`config.mk`:
```
export PLATFORM = sky130hd
export DESIGN_NAME = rob_commit
export DESIGN_NICKNAME = d
export VERILOG_FILES = /design/src/rtl/rob_pkg.sv /design/src/rtl/rob_store_slot.sv /design/src/rtl/rob_commit.sv
export SDC_FILE = /design/constraint.sdc
export NUM_CORES = 1
export LEC_CHECK = 0
export CAP_MARGIN = 20
export CORE_AREA = 8 8 146 148
export CTS_BUF_LIST = sky130_fd_sc_hd__clkbuf_8 sky130_fd_sc_hd__clkbuf_16
export DETAILED_ROUTE_END_ITERATION = 12
export DIE_AREA = 0 0 154 156
export PLACE_DENSITY_LB_ADDON = 0.05
export SETUP_SLACK_MARGIN = 0.3
export SYNTH_ARGS = -nofsm -noshare
export SYNTH_HDL_FRONTEND = slang
export SYNTH_SLANG_ARGS = --single-unit
```
`constraint.sdc`:
```
create_clock -name clk -period 1.6 [get_ports clk]
set_input_delay 0.32 -clock clk [delete_from_list [all_inputs] [get_ports clk]]
set_output_delay 0.32 -clock clk [all_outputs]
set_load 0.005 [all_outputs]
```
`src/rtl/rob_pkg.sv`:
```
// Types and constants shared by the ROB and its commit stage.
package rob_pkg;

  localparam int                 ROB_W        = 32;
  localparam logic [ROB_W-1:0]   TRAP_VEC_DEF = 32'h0000_0100;

  typedef struct packed {
    logic             valid;
    logic [ROB_W-1:0] dest_reg_id;
    logic [ROB_W-1:0] dest_reg_val;
    logic [ROB_W-1:0] pc;
    logic             control_bits;  // 1 = store
    logic [ROB_W-1:0] store_addr;
    logic [ROB_W-1:0] store_data;
    logic             exception;
  } entry_t;

  typedef enum logic [1:0] {
    RUN        = 2'd0,
    STORE_WAIT = 2'd1,
    FLUSH      = 2'd2
  } commit_state_t;

endpackage

```
`src/rtl/rob_store_slot.sv`:
```
// Single-entry store request holder: load, hold until the port accepts, clear on handshake.
module rob_store_slot #(
  parameter int W = 32
) (
  input  logic         clk,
  input  logic         rst_n,
  input  logic         load,
  input  logic [W-1:0] load_addr,
  input  logic [W-1:0] load_data,
  input  logic         ready,
  output logic         valid,
  output logic [W-1:0] addr,
  output logic [W-1:0] data,
  output logic         fire
);

  assign fire = valid & ready;

  always_ff @(posedge clk or negedge rst_n) begin
    if (!rst_n) begin
      valid <= 1'b0;
      addr  <= '0;
      data  <= '0;
    end else if (load) begin
      valid <= 1'b1;
      addr  <= load_addr;
      data  <= load_data;
    end else if (fire) begin
      valid <= 1'b0;
    end
  end

endmodule

```
`src/rtl/rob_commit.sv`:
```
// In-order commit stage for the ROB head: register writeback, store drain, exception flush.
// Define ROB_COMMIT_PERF_EN to build the retired-instruction counter.
module rob_commit
  import rob_pkg::*;
#(
  parameter int                  BITWIDTH = 32,
  parameter logic [BITWIDTH-1:0] TRAP_VEC = TRAP_VEC_DEF
) (
  input  logic                clk,
  input  logic                rst_n,
  input  logic                head_valid,
  input  logic [BITWIDTH-1:0] head_dest_id,
  input  logic [BITWIDTH-1:0] head_dest_val,
  input  logic [BITWIDTH-1:0] head_pc,
  input  logic                head_ctrl,
  input  logic [BITWIDTH-1:0] head_store_addr,
  input  logic [BITWIDTH-1:0] head_store_data,
  input  logic                head_exception,
  output logic                head_pop,
  output logic                rf_we,
  output logic [BITWIDTH-1:0] rf_waddr,
  output logic [BITWIDTH-1:0] rf_wdata,
  output logic                st_req_valid,
  input  logic                st_req_ready,
  output logic [BITWIDTH-1:0] st_addr,
  output logic [BITWIDTH-1:0] st_data,
  output logic                flush,
  output logic [BITWIDTH-1:0] redirect_pc,
  output logic [BITWIDTH-1:0] epc,
  output logic [31:0]         retired_count
);

  commit_state_t state, state_nxt;
  logic          in_run, reg_commit, st_load, exc_take, st_fire;

  // Register commits are combinational off the head, so reset must mask them explicitly.
  assign in_run     = rst_n && (state == RUN) && head_valid;
  assign exc_take   = in_run && head_exception;
  assign reg_commit = in_run && !head_exception && !head_ctrl;
  assign st_load    = in_run && !head_exception && head_ctrl;

  always_comb begin
    state_nxt = state;
    unique case (state)
      RUN: begin
        if (exc_take)     state_nxt = FLUSH;
        else if (st_load) state_nxt = STORE_WAIT;
      end
      STORE_WAIT: if (st_fire) state_nxt = RUN;
      FLUSH:      state_nxt = RUN;
      default:    state_nxt = RUN;
    endcase
  end

  always_ff @(posedge clk or negedge rst_n) begin
    if (!rst_n) begin
      state <= RUN;
      epc   <= '0;
    end else begin
      state <= state_nxt;
      if (exc_take) epc <= head_pc;
    end
  end

  rob_store_slot #(.W(BITWIDTH)) u_store_slot (
    .clk       (clk),
    .rst_n     (rst_n),
    .load      (st_load),
    .load_addr (head_store_addr),
    .load_data (head_store_data),
    .ready     (st_req_ready),
    .valid     (st_req_valid),
    .addr      (st_addr),
    .data      (st_data),
    .fire      (st_fire)
  );

  assign head_pop    = reg_commit | st_fire;
  assign rf_we       = reg_commit && (head_dest_id != '0);
  assign rf_waddr    = reg_commit ? head_dest_id  : '0;
  assign rf_wdata    = reg_commit ? head_dest_val : '0;
  assign flush       = (state == FLUSH);
  assign redirect_pc = flush ? TRAP_VEC : '0;

`ifdef ROB_COMMIT_PERF_EN
  logic [31:0] count_q;
  always_ff @(posedge clk or negedge rst_n) begin
    if (!rst_n)        count_q <= '0;
    else if (head_pop) count_q <= count_q + 32'd1;
  end
  assign retired_count = count_q;
`else
  assign retired_count = '0;
`endif

endmodule

```
After elaboration in Yosys (flattened, before gate mapping)
Cells that the tools add are included.
{"block": "op_classes", "eq_ne": 4, "mux": 9, "bitwise_logic": 2, "n_reduce_logical": 13}
{"operator": "$mux 32", "count": 2}
{"operator": "$reduce_bool 32->1", "count": 1}
{"operator": "$mux 9", "count": 1}
{"operator": "$logic_and 1x1->1", "count": 7}
{"operator": "$mux 2", "count": 3}
{"operator": "$pmux 2 s2", "count": 1}
{"operator": "$ne 3x3->1 const B", "count": 1}
{"operator": "$eq 2x1->1 const B", "count": 1}
{"operator": "$eq 2x2->1 const B", "count": 1}
{"operator": "$logic_not 1->1", "count": 2}
{"operator": "$logic_not 2->1", "count": 1}
{"operator": "$mux 1", "count": 2}
{"operator": "$ne 2x2->1 const B", "count": 1}
{"operator": "$reduce_and 2->1", "count": 1}
{"operator": "$reduce_bool 2->1", "count": 1}
{"operator": "$and 1x1->1", "count": 1}
{"operator": "$or 1x1->1", "count": 1}
{"block": "totals", "regBits": 99, "in_bits": 166, "output_inout_bits": 228, "wordCells": 33}

Longest topological paths before layout
{"block": "logic_depth", "depth_word": 8, "mapped_depth": 5, "depth_no_buf": 3}

Cells and area by module
A second synthesis with hierarchy kept.
{"block": "hier_totals", "cells_unflattened": 368, "area_unflattened_um2": 5087.4}
{"module": "rob_store_slot", "instances": 1, "cells_each": 139, "area_each_um2": 2621.3}
{"module": "rob_commit", "instances": 1, "cells_each": 229, "area_each_um2": 2466.1}

Worst setup path after synthesis
No wires, ideal clock.
{"block": "synth_path", "kind": "register -> output", "startpoint": "reg state[0]", "endpoint": "out rf_waddr[13]", "arrival_time_ns": 1.302, "t_required_ns": 1.280, "setup_slack_ns": -0.022, "path_stages_with_launch": 6, "path_buffers": 2, "path_cell_list": "dfrtp_1 > and4bb_1 > nor3b_2 > buf_2 > buf_2 > and2_1"}
{"block": "synth_via", "elab_chain_len": 6}
{"element": "start: declaration", "line": "rob_commit.sv:33", "rtl": "commit_state_t state, state_nxt;"}
{"element": "start signal: assignment", "line": "rob_commit.sv:60", "rtl": "state <= state_nxt;"}
{"element": "$logic_not 2->1", "line": "rob_commit.sv:37", "rtl": "assign in_run = rst_n && (state == RUN) && head_valid;"}
{"element": "$logic_and 1x1->1 (2 in series)", "line": "rob_commit.sv:37"}
{"element": "$logic_and 1x1->1 (2 in series)", "line": "rob_commit.sv:39", "rtl": "assign reg_commit = in_run && !head_exception && !head_ctrl;"}
{"element": "$mux 32", "line": "rob_commit.sv:80", "rtl": "assign rf_waddr = reg_commit ? head_dest_id : '0;"}
{"element": "end: declaration", "line": "rob_commit.sv:21", "rtl": "output logic [BITWIDTH-1:0] rf_waddr,"}
No other way between the ends.

Final worst setup path
{"block": "layout_path", "startpoint": "in head_valid", "endpoint": "out rf_waddr[21]"}
{"block": "layout_via", "elab_chain_len": 4}
{"element": "start: declaration", "line": "rob_commit.sv:11", "rtl": "input logic head_valid,"}
{"element": "$logic_and 1x1->1", "line": "rob_commit.sv:37"}
{"element": "$logic_and 1x1->1 (2 in series)", "line": "rob_commit.sv:39"}
{"element": "$mux 32", "line": "rob_commit.sv:80"}
No other way between the ends.

==> metrics.txt <==
Total Wirelength=21100 microns; Top FF cell, synth=dfrtp_1; CTS tree=done; Worst Reg2Reg Path Length in Cells=8; Final Critical Period=2.31 ns; root buf cell=clkbuf_16; failing checks=setup timing; Seq cells post-synth=99; Post-synth EDFFs=0; Tcrit/Tclk final=144%; crit path cell chain=clkdlybuf4s50_1 -> and4bb_1 -> nor3b_4 -> buf_6 -> buf_6 -> buf_16 -> buf_12 -> and2_4 -> buf_6; top post-synthesis cells by area=dfrtp_1, mux2_4, buf_4; max-cap viol count=0; CTS Buffer Depth=2; Place WS=-0.929 ns; # setup viols final=156; top cell type's share of synthesized area=49.8%; Core Region=about 19000 sq um; total number of vias=about 4100; Worst R2R End=u_store_slot.addr[23]; worst path required time=1.28 ns; Setup crit end kind=output pin; clock-pin slew on the worst setup and hold paths=roughly 0.070 ns; later-pin clock latency in the skew report=0.34 ns; Ant. Diodes=0; Crit Path Max Fanout=5; gr ovfl total=0; DRT antenna net count=0; yosys warns=0; DIE HEIGHT=156 microns; R2R Setup Slk=-0.25 ns; share of post-route cells with drive strength above 1=51.3%; Routed WL per cell=20.8 microns; crit path launch=head_valid; Final WS setup=-0.707 ns; vias in the first global route=4662; Hold Crit Class=in2async; Final Max Slew Viols=0; die width=between 150 and 200 microns; synthesized area per cell=13.7 sq um; endpoints failing hold=0; status=finished, violations left; crit path to=rf_waddr[21]; FFs w/ async S/R, synth=100%; area leader, netlist=dfrtp_1; routed vias/inst=4.07; Post-Syn Area=4970 sq um; first-pass GRT wire length=30700 microns; P per Cell Area=939 nW/um^2; Sink Count=99; Top Ports=about 390; Total GRT Usage=16.9%; HPWL after DPL=15200 microns; initial antenna violation count=1; TritonCTS Buffers=9; input/output buffers=330; CP max stage cell=clkdlybuf4s50_1; fmax=0.434 GHz; slew margin rel.=60.0%; Routability Congestion=0.827; count of cell types in the netlist=21; Remaining DRCs=0; crit path launch type=input port; CP arrival=1.99 ns; synthesized instance count=364; VDD IR-drop max=~0.53 mV; DRT Pass-1 Iters=4; DR iter-0 viols=104; Cell Count, Final, Fillers Out=1016; setup skew after layout=0.00654 ns; Final #Nets=940; Leakage Power=~5 nW; CP peak stage delay=~0.46 ns; RSZ-0062 raised after global routing=yes; DP Cell Count=933; Die Area=24000 sq um; Row Count=51; crit-path most repeated cell=buf_6; worst r2r src=state[1]; P&R area growth vs syn=99.9%; largest net degree at the start of global routing=55; commonest non-fill, non-tap cell in the layout=clkdlybuf4s50_1; initial core utilization=26.1%; CTS H-Tree Depth=3; most frequent cells in the layout=clkdlybuf4s50_1, dfrtp_1, buf_6; WS Path Type=in2out; Slew @ Worst Pin=0.600 ns; sequential-to-total area share from yosys stat=approximately 50%
## state kept, by name, summed over array words and instances, names as in the netlist
name / cells
epc: 32
state: 2
u_store_slot.addr: 32
u_store_slot.data: 32
u_store_slot.valid: 1
## per-stage QoR
step	cell area [sq um]	util (%)	total power, mW	hold WS, ns	TNS (ns)
5_1_grt	9940	52.1	9.91	0.123	-66.84
3_3_place_gp	8450	44.3	7.13	0.487	-100.10
4_1_cts	9620	50.4	9.59	0.112	-50.77
2_1_floorplan	5290	-	4.91	0.0244	0
3_5_place_dp	8450	44.3	7.15	0.484	-99.51
6_report	9940	52.1	9.34	0.0933	-54.11
## per-layer routing
layer / global-route usage [%] / share of wire [%] / routed length, microns / vias to the layer above
met5: 0 / 0.062 / 13 / -
met4: 3.87 / 0.94 / 199 / 2
met3: 6.07 / 7.5 / 1580 / 15
met2: 28.3 / 50 / 10600 / 176
met1: 20.4 / 41 / 8680 / 2021
li1: - / - / - / 1924
## what timing repair did
action | 4_1_cts | 5_1_grt
hold buffers | 0 | 0
pin swaps | 21 | 42
setup buffers | 34 | 14
gates cloned | 17 | 3
endpoints found under the setup margin | 317 | 309
gates resized for setup | 519 | 181
## Yosys cell counts (2+ instances only)
cell and count:
mux2_2 30, buf_2 8, and2_1 65, nand4_1 2, mux2_4 66, nor4_1 8
clkbuf_1 2, buf_4 64, dfrtp_1 99, nand2_1 2, buf_6 8
## kinds of logic after synthesis
family | synth area share, %
other | 0.0754
multiplexers | 26.7
AO/OA/AOI/OAI | 0.403
flip-flops | 49.8
buffers and inverters | 12.5
AND/OR/NAND/NOR | 10.5
## where the power goes
group / switching [mW] / internal (mW)
sequential: 0.376 / 3.23
combinational: 1.09 / 2.36
clock: 0.929 / 1.35
## how the worst min path moves through the flow
stage | cells after the start | endpoint | start | slack, ns
floorplan | 0 | epc[0] | rst_n | 0.02
global placement | 2 | u_store_slot.data[1] | rst_n | 0.49
finish | 2 | u_store_slot.data[3] | rst_n | 0.09
global route | 2 | u_store_slot.data[3] | rst_n | 0.12
detailed placement | 2 | state[1] | rst_n | 0.48
CTS | 2 | u_store_slot.data[3] | rst_n | 0.11
## worst max-delay path, delay by kind of cell
family                 cells  cell delay (ns)
buffers and inverters      6             1.04
and+or+nand+nor            3             0.61
## layout make-up
type,instances,area (sq um)
clock inverters,6,83.8
well taps,238,298
fillers,1679,9140
inverters,1,3.75
repair buffers,419,4540
multi-input cells,244,2320
flip-flops and latches,99,2480
clock buffers,9,225
Power figures use the tool's default switching activity.
